--- src/rtl/sdram_arbiter.sv ---
// Two-master round-robin arbiter for the native SDRAM bus port. Every transaction
// is followed by a one-cycle release gap, and a watchdog aborts hung transactions.
module sdram_arbiter #(
    parameter int unsigned TIMEOUT_CYCLES = 1024,
    parameter logic [31:0] ABORT_RDATA    = 32'hDEADBEEF
) (
    input  logic        clk,
    input  logic        reset,

    input  logic        s0_valid,
    input  logic [3:0]  s0_wen,
    input  logic [23:0] s0_addr,
    input  logic [31:0] s0_wdata,
    output logic [31:0] s0_rdata,
    output logic        s0_ready,

    input  logic        s1_valid,
    input  logic [3:0]  s1_wen,
    input  logic [23:0] s1_addr,
    input  logic [31:0] s1_wdata,
    output logic [31:0] s1_rdata,
    output logic        s1_ready,

    output logic        m_valid,
    output logic [3:0]  m_wen,
    output logic [23:0] m_addr,
    output logic [31:0] m_wdata,
    input  logic [31:0] m_rdata,
    input  logic        m_ready,

    output logic [1:0]  grant,
    input  logic        err_clr,
    output logic        timeout_err
);

    localparam int CNT_W = (TIMEOUT_CYCLES == 0) ? 1 : $clog2(TIMEOUT_CYCLES + 1);
    localparam logic [CNT_W-1:0] CNT_LIMIT = CNT_W'(TIMEOUT_CYCLES);
    localparam logic [CNT_W-1:0] CNT_MAX   = '1;
    localparam bit               WDOG_EN   = (TIMEOUT_CYCLES != 0);

    typedef enum logic [1:0] {
        ST_IDLE    = 2'd0,
        ST_BUSY    = 2'd1,
        ST_ABORT   = 2'd2,
        ST_RELEASE = 2'd3
    } state_t;

    state_t           r_state;
    state_t           w_state_nxt;
    logic             r_owner;
    logic             r_last;
    logic [CNT_W-1:0] r_cnt;
    logic             r_timeout_err;

    logic             w_req_any;
    logic             w_pick;
    logic             w_own_valid;
    logic             w_limit;
    logic [1:0]       w_own_onehot;

    assign w_req_any    = s0_valid | s1_valid;
    // On a tie the master that did not win last time gets the port.
    assign w_pick       = (s0_valid & s1_valid) ? ~r_last : s1_valid;
    assign w_own_valid  = r_owner ? s1_valid : s0_valid;
    assign w_limit      = WDOG_EN && (r_cnt == CNT_LIMIT);
    assign w_own_onehot = r_owner ? 2'b10 : 2'b01;
    assign timeout_err  = r_timeout_err;

    always_ff @(posedge clk or posedge reset) begin
        if (reset) begin
            r_state <= ST_IDLE;
        end else begin
            r_state <= w_state_nxt;
        end
    end

    always_comb begin
        w_state_nxt = r_state;
        case (r_state)
            ST_IDLE: begin
                if (w_req_any) begin
                    w_state_nxt = ST_BUSY;
                end
            end
            ST_BUSY: begin
                // m_ready beats both a dropped valid and the watchdog limit.
                if (m_ready) begin
                    w_state_nxt = ST_RELEASE;
                end else if (!w_own_valid) begin
                    w_state_nxt = ST_RELEASE;
                end else if (w_limit) begin
                    w_state_nxt = ST_ABORT;
                end
            end
            ST_ABORT:   w_state_nxt = ST_RELEASE;
            ST_RELEASE: w_state_nxt = ST_IDLE;
            default:    w_state_nxt = ST_IDLE;
        endcase
    end

    always_ff @(posedge clk or posedge reset) begin
        if (reset) begin
            r_owner       <= 1'b0;
            r_last        <= 1'b1;
            r_cnt         <= '0;
            r_timeout_err <= 1'b0;
        end else begin
            if (r_state == ST_IDLE && w_req_any) begin
                r_owner <= w_pick;
                r_last  <= w_pick;
                r_cnt   <= '0;
            end else if (r_state == ST_BUSY && r_cnt != CNT_MAX) begin
                r_cnt <= r_cnt + CNT_W'(1);
            end

            if (r_state == ST_ABORT) begin
                r_timeout_err <= 1'b1;
            end else if (err_clr) begin
                r_timeout_err <= 1'b0;
            end
        end
    end

    always_comb begin
        m_valid  = 1'b0;
        m_wen    = '0;
        m_addr   = '0;
        m_wdata  = '0;
        grant    = '0;
        s0_ready = 1'b0;
        s1_ready = 1'b0;
        s0_rdata = m_rdata;
        s1_rdata = m_rdata;
        case (r_state)
            ST_BUSY: begin
                grant    = w_own_onehot;
                m_valid  = w_own_valid;
                m_wen    = r_owner ? s1_wen   : s0_wen;
                m_addr   = r_owner ? s1_addr  : s0_addr;
                m_wdata  = r_owner ? s1_wdata : s0_wdata;
                s0_ready = ~r_owner & m_ready;
                s1_ready = r_owner & m_ready;
            end
            ST_ABORT: begin
                grant    = w_own_onehot;
                s0_ready = ~r_owner;
                s1_ready = r_owner;
                if (r_owner) begin
                    s1_rdata = ABORT_RDATA;
                end else begin
                    s0_rdata = ABORT_RDATA;
                end
            end
            default: begin
            end
        endcase
    end

endmodule

--- config.mk ---
export PLATFORM = sky130hd
export DESIGN_NAME = sdram_arbiter
export DESIGN_NICKNAME = d
export VERILOG_FILES = /design/src/rtl/sdram_arbiter.sv
export SDC_FILE = /design/constraint.sdc
export NUM_CORES = 1
export LEC_CHECK = 0
export BUFFER_PORTS_ARGS = -buffer_cell sky130_fd_sc_hd__buf_2
export CORE_AREA = 2 2 113 115
export CTS_BUF_LIST = sky130_fd_sc_hd__clkbuf_4 sky130_fd_sc_hd__clkbuf_8
export DETAILED_ROUTE_END_ITERATION = 7
export DIE_AREA = 0 0 115 117
export GPL_ROUTABILITY_DRIVEN = 1
export PLACE_DENSITY = 0.62
export SLEW_MARGIN = 25
export SYNTH_ARGS = -nofsm -noshare
export SYNTH_HDL_FRONTEND = slang
export SYNTH_SLANG_ARGS = --single-unit
--- constraint.sdc ---
create_clock -name clk -period 2.4 [get_ports clk]
set_clock_uncertainty 0.2 [all_clocks]
set_input_delay 0.24 -clock clk [delete_from_list [all_inputs] [get_ports clk]]
set_output_delay 0.24 -clock clk [all_outputs]
set_load 0.03 [all_outputs]
# Word level (Yosys, flattened, before mapping)
# Cells that the tools add are included.
# totals
register_bits	16
inputBits	158
out_inout_bits	130
wordCells	52
# op_classes
add_sub_neg	1
n_eq_ne	7
mux	26
n_bitwise	6
n_reduce_logical	7
# ops
cell	count
two-way mux 32 bit	6
two-way mux 24 bit	2
two-way mux 11 bit	2
two-way mux 2 bit	6
adder 11 x 1 -> 11 bit, second input constant	1
== test 11 bit, second input constant	1
inequality test 11 bit, second input constant	1
two-way mux 4 bit	2
one-hot mux 2 bit (4 select lines)	1
two-way mux 1 bit	5
== test 2 bit, second input constant	2
inequality test 4 bit, second input constant	1
one-hot mux 1 bit (2 select lines)	2
nonzero test 2 bit	2
bitwise AND 1 bit	3
== test 2 x 1 -> 1 bit, second input constant	1
logical AND 1 bit	2
zero test 2 bit	1
inequality test 2 bit, second input constant	1
NOT 1 bit	2
AND reduction 2 bit	1
OR reduction 2 bit	1
OR 1 bit	1

# Longest topological paths before layout
# Gate-level depths: netlist (run 1).
# depth
depth_word	5
depth_mapped	6
ltp_nobuf	6

# Worst setup path after synthesis (run 1)
# OpenSTA, ideal clock, no wires.
# synth_path
kind	flip-flop to output port
start	reg r_state[0]
end	out s0_ready
arrival_ns	1.746
required_time_ns	1.960
slack_ns	0.214
path_stages_with_launch	5
path_buffers	0
path_cell_list	dfrtp_1 inv_1 ha_1 nor2b_1 nor2b_1
# synth_via
elab_chain_cells	2
elab_cells_between_ends	3
classes_between	eq/ne (2); mux (1)
# synth_lines
item	line	text
start, declared	48	state_t r_state;
start signal, assigned	73	r_state <= w_state_nxt;
== test 2 bit / == test 2 x 1 -> 1 bit (equally long branches)	134	case (r_state)
one-hot mux 1 bit (2 select lines) (*)	134	
end, declared	15	output logic s0_ready,
# Mark *: on every way between the ends. The rest lies on a longest branch, timed or not.

# Worst setup path after layout (run 1)
# layout_path
start	reg r_state[0]
end	out s1_rdata[22]
# layout_via
elab_chain_cells	2
# layout_lines
item	line	text
== test 2 bit	134	
two-way mux 32 bit	134	
end, declared	21	output logic [31:0] s1_rdata,
# Every way passes these cells.

==> results of run 1 <==
layout by cell type, fill, tap and decap left out, drive strengths merged, types with 8 or more instances in the layout:
cell	synthesis	final
buf	7	293
nor2b	65	65
mux2i	63	63
nand2b	50	50
and2	18	18
dfrtp	15	15
nor2	13	13
nand2	8	8
nor3	8	8
worst register-to-register path: cells and delay by family, from the launching register on:
family          cells  cell delay, ps
compound gates      1             120
fa+ha+maj           1             260
buf+inv             1             130
flops               1             390
mux                 1             270
simple gates        2             580
routing by layer:
metal | track usage | share of wire | up-vias | routed length [um]
met4 | 0.01606 | 0.0019 | 6 | 20
met3 | 0.04789 | 0.093 | 8 | 986
met1 | 0.1825 | 0.43 | 1390 | 4575
met2 | 0.2192 | 0.47 | 142 | 5011
li1 | - | - | 1599 | -
met5 | 0 | 0.0034 | - | 36
power groups by stage:
stage	registers, mW	logic [mW]	clock network, mW
floorplan	0.407	2.96	0
global route	0.460	4.31	0.262
detailed placement	0.451	4.04	0
finish	0.442	4.01	0.241
CTS	0.450	4.05	0.252
global placement	0.454	4.03	0
worst paths after layout:
check / cells past startpoint / to
min reg2reg: 1 / timeout_err$_DFFE_PP0P_
min in group asynchronous: 3 / r_cnt[6]$_DFFE_PP0P_
max in group asynchronous: 3 / r_owner$_DFFE_PP0P_
max reg2reg: 6 / r_state[1]$_DFFE_PP0P_
max: 6 / s1_rdata[22]
min: 2 / r_last$_DFFE_PP1P_
cells by family after synthesis:
| logic type | Yosys count | share of synthesized area |
|---|---|---|
| adder cells (fa/ha/maj) | 6 | 0.03049 |
| buffers and inverters | 28 | 0.04674 |
| AND/OR/NAND/NOR | 176 | 0.4299 |
| AO/OA/AOI/OAI | 21 | 0.06199 |
| multiplexers | 64 | 0.2607 |
| XOR/XNOR | 2 | 0.007115 |
| flip-flops | 16 | 0.1631 |
layout make-up:
class	count	area (um2)
antenna	2	5.005
clock buffer	4	55.05
fill	1329	8172
inverter	6	22.52
multi-input combinational	269	1948
sequential	16	405.4
tap	150	187.7
timing repair buffer	294	1516
per-stage QoR:
step	util	power, mW	setup WS, ps	cells	area [um2]
after detailed placement	0.3306	4.491	332.1	734	4070
after CTS	0.3359	4.753	235.9	739	4135
after global routing	0.3359	5.029	113.5	739	4135
after global placement	0.3306	4.484	376.3	734	4070
after floorplan	-	3.370	214.2	313	2462
final	0.3363	4.690	258.9	741	4140
registers in the layout, indices dropped and copies added, names as in the netlist:
register / flops
r_state: 2
r_last: 1
r_owner: 1
r_cnt: 11
timeout_err: 1
what timing repair did:
action | in CTS | in global routing
hold endpoints to repair | 15 | 0
resized for setup | 0 | 0
hold buffers | 1 | 0
==> out/metrics.yaml, run 1 <==
final_layout:
  nets: 754
  areaGrowthSynthToFinish_pct: 68.14
  drive_gt1_frac: 0.5195
global_routing:
  gr-total-overflow: 0
  grt_pass1_vias: 2623
  grt_pass1_wl_um: 14260
  grtUsageTotal: 0.1364
  grt_max_degree: 69
  grt_antenna_before_repair: 6
min_path:
  min-delay-start: "s0_valid"
  hold_path.class: "primary input to register"
power_and_ir_drop:
  power_switching_mw: 2.775
  p_int_mw: 1.914
  swShare: 0.5918
  clock_power_share: 0.051
  p_leak_nw: 2.361
  seqPwrFrac: 0.094
  powerDensity_nw_per_um2: 1133
  ir_worst_vdd_v: 0.0003456
  combPwrFrac: 0.854
routing:
  wl_um: 10630
  antenna_left: 0
  firstDrtPassIters: 4
  drtIter0Drc: 105
  viasPerCell: 4.244
  vias: 3145
  post-route-drc-count: 0
  wl_per_cell_um: 14.35
worst_setup_path:
  reg2reg_slack_ps: 330
  cp.arrival_ps: 1700
  path_delay_family: "buffers and inverters"
  cp_max_fo: 32
  critPathRequiredTime_ps: 1960
  worst-setup-path-type: "register to output pin"
  setup.worst_path.end_class: "output pin"
  cp_cell_sequence: "inv_1 -> ha_1 -> nand2_1 -> buf_4 -> and2_1 -> buf_2"
  worstReg2RegStart: "r_state[0]$_DFFE_PP0P_"
  start_kind: "register"
  crit_path_start: "r_state[0]$_DFFE_PP0P_"
  cp_num_buf_inv: 3
  slowest_stage: "dfrtp_1"
  slowest_delay_ps: 370
synth:
  yosysTopAreaCell: "mux2i_1"
  synthArstFlopShare: 1.000
  synth_cells: 313
  syn_nets: 477
  yosys.cell_types.count: 40
  synth_edf_count: 0
  seq_area_frac_synth: 0.1631
  syn_avg_cell_area_um2: 7.867
  yosys-top-cells-count: "nor2b_1 (65), mux2i_1 (63), nand2b_1 (50)"
  synth_area_um2: 2462
  yosys_register_bits: 16
  synth.most_common_cell: "nor2b_1"
  ys.flop_type: "dfrtp_1"
  synth_top_area_frac: 0.2561
  ys_warn_count: 0
  synthTopCellsByArea: "mux2i_1 (26%), nor2b_1 (17%), dfrtp_1 (15%), nand2b_1 (13%), and2_1 (4.6%)"
sta:
  min_period_over_period: 0.8921
  maxSlewHeadroom: 0.5951
  tightestPinTransition_ps: 606.6
  hold_viol_final: 0
  period_minus_slack_ps: 2141
  finalSetupViolCount: 0
  drv_slew: 0
  fmax_mhz: 467.0
  rsz0062_at_grt: "no"
  final.hold.worst_slack_ps: 24.99
  setup_tns_ps: 0
die:
  row_count: 41
  dieWidth_um: 115
  core_area_um2: 12310
  die_h_um: 117
  start_util: 0.2000
  io_pins: 288
  die_area_um2: 13460
clock_tree:
  clk_path_buf_depth: 2
  clock_latency_ps: 250
  cts_sinks: 16
  numCtsBuffers: 3
  cts_tree: "yes"
  htree_levels: 1
  path_clk_slew_ps: 60
  post_cts_buffers: 0
  root_buffer: "clkbuf_8"
run:
  cap_violations: 0
place:
  hpwl_um: 9125
  gp_congestion: 0.7700
  port_buffers: 287
run_status:
  status: "finished clean"
(Power assumes the default switching activity.)
==> run 2, diff against run 1 <==
- CTS_CLUSTER_SIZE: unset -> 20
- GPL_ROUTABILITY_DRIVEN: 1 -> unset
- RECOVER_POWER: unset -> 50
==> out/metrics.yaml, run 2 (synthesis gave the netlist of run 1 again) <==
run_status:
  status: "finished clean"
sta:
  rsz0062_at_grt: "no"
  finalSetupViolCount: 0
  final.hold.worst_slack_ps: 25.02
  period_minus_slack_ps: 2236
  drv_slew: 0
  tightestPinTransition_ps: 644.1
  setup_tns_ps: 0
  fmax_mhz: 447.3
  hold_viol_final: 0
  maxSlewHeadroom: 0.5669
  min_period_over_period: 0.9315
die:
  io_pins: 288
  core_area_um2: 12310
  die_h_um: 117
  start_util: 0.2000
  row_count: 41
  die_area_um2: 13460
  dieWidth_um: 115
routing:
  antenna_left: 0
  wl_per_cell_um: 14.42
  drtIter0Drc: 112
  firstDrtPassIters: 4
  post-route-drc-count: 0
  wl_um: 10680
  vias: 3165
  viasPerCell: 4.271
clock_tree:
  post_cts_buffers: 0
  cts_resized: 0
  clock_latency_ps: 250
  root_buffer: "clkbuf_8"
  path_clk_slew_ps: 60
  clk_path_buf_depth: 2
  cts_sinks: 16
  cts_hold_buf: 1
  numCtsBuffers: 3
  htree_levels: 1
  cts_tree: "yes"
global_routing:
  grt_max_degree: 69
  grt_pass1_wl_um: 14260
  grt_busiest_layer: "met2"
  grtUsageMet1: 0.1825
  gr-usage-met3: 0.04789
  grt_pass1_vias: 2623
  use_met2: 0.2192
  grtUsageTotal: 0.1364
  grt_antenna_before_repair: 6
  gr-total-overflow: 0
power_and_ir_drop:
  seqPwrFrac: 0.096
  powerDensity_nw_per_um2: 1133
  p_int_mw: 1.824
  finalPower_mw: 4.610
  swShare: 0.6044
  power_switching_mw: 2.786
  p_leak_nw: 2.192
  ir_worst_vdd_v: 0.0003422
  clock_power_share: 0.052
  combPwrFrac: 0.852
worst_setup_path:
  cp.arrival_ps: 1800
  start_kind: "register"
  cp_max_fo: 68
  critPathRequiredTime_ps: 1960
  worst-setup-path-type: "register to output pin"
  r2r_cells: 6
  setup.worst_path.end_class: "output pin"
final_layout:
  reg.largest.list: "r_cnt (11), r_state (2)"
  drive_gt1_frac: 0.4431
  mostFrequentLayoutCell: "buf_2"
  fillers: 1349
  nets: 754
  areaGrowthSynthToFinish_pct: 65.29
  top_register: "r_cnt"
  final_area_um2: 4070
  layout_common_cells: "buf_2 (239), nor2b_1 (65), mux2i_1 (63)"
  largest_reg_flops: 11
place:
  gp_congestion: 0.7700
  placed_area_um2: 4070
  hpwl_um: 9125
  port_buffers: 287
run:
  cap_violations: 0
min_path:
  whs_path_depth: 2
  hold_path.class: "primary input to register"
==> run 2: path summary, 6_finish.rpt <==
| path | to | slack (ps) | from |
|---|---|---|---|
| hold reg to reg | timeout_err$_DFFE_PP0P_ | 300 | timeout_err$_DFFE_PP0P_ |
| hold / removal | r_last$_DFFE_PP1P_ | 30 | s0_valid |
| max in group asynchronous | r_owner$_DFFE_PP0P_ | 1150 | reset |
| setup reg to reg | r_state[1]$_DFFE_PP0P_ | 310 | r_state[0]$_DFFE_PP0P_ |
| min in group asynchronous | r_cnt[6]$_DFFE_PP0P_ | 400 | reset |
| setup / recovery | m_wdata[4] | 160 | r_state[1]$_DFFE_PP0P_ |
==> run 2: metrics by stage <==
stage / cells / setup WS (ps) / util
2_1_floorplan: 313 / 214.2 / -
6_report: 741 / 164.5 / 0.3306
5_1_grt: 739 / 59.88 / 0.3302
3_5_place_dp: 734 / 332.1 / 0.3306
3_3_place_gp: 734 / 376.3 / 0.3306
4_1_cts: 739 / 235.9 / 0.3359
==> run 2: per-layer routing <==
layer | up-vias | routed length, um
met4 | 6 | 20
met5 | - | 36
met3 | 8 | 965
met1 | 1405 | 4606
met2 | 147 | 5054
li1 | 1599 | -
==> run 2: area by class of cell <==
type,instances,area [um2],area share
Antenna cell,2,5.005,0.001230
Clock buffer,4,55.05,0.01353
Inverter,6,22.52,0.005533
Multi-Input combinational cell,269,1932,0.4746
Sequential cell,16,405.4,0.09960
Tap cell,150,187.7,0.04611
Timing Repair Buffer,294,1463,0.3594
==> run 2: power by group through the flow <==
stage | Sequential, mW | Clock, mW | Combinational [mW]
CTS | 0.450 | 0.252 | 4.05
finish | 0.442 | 0.242 | 3.93
global route | 0.460 | 0.262 | 4.22
floorplan | 0.407 | 0 | 2.96
detailed placement | 0.451 | 0 | 4.04
global placement | 0.454 | 0 | 4.03
==> run 2: worst max-delay path: stages (launching register included) <==
cell	delay [ps]
dfrtp_1	400
inv_1	110
ha_1	230
buf_12	240
nor2b_1	160
clkbuf_1	350
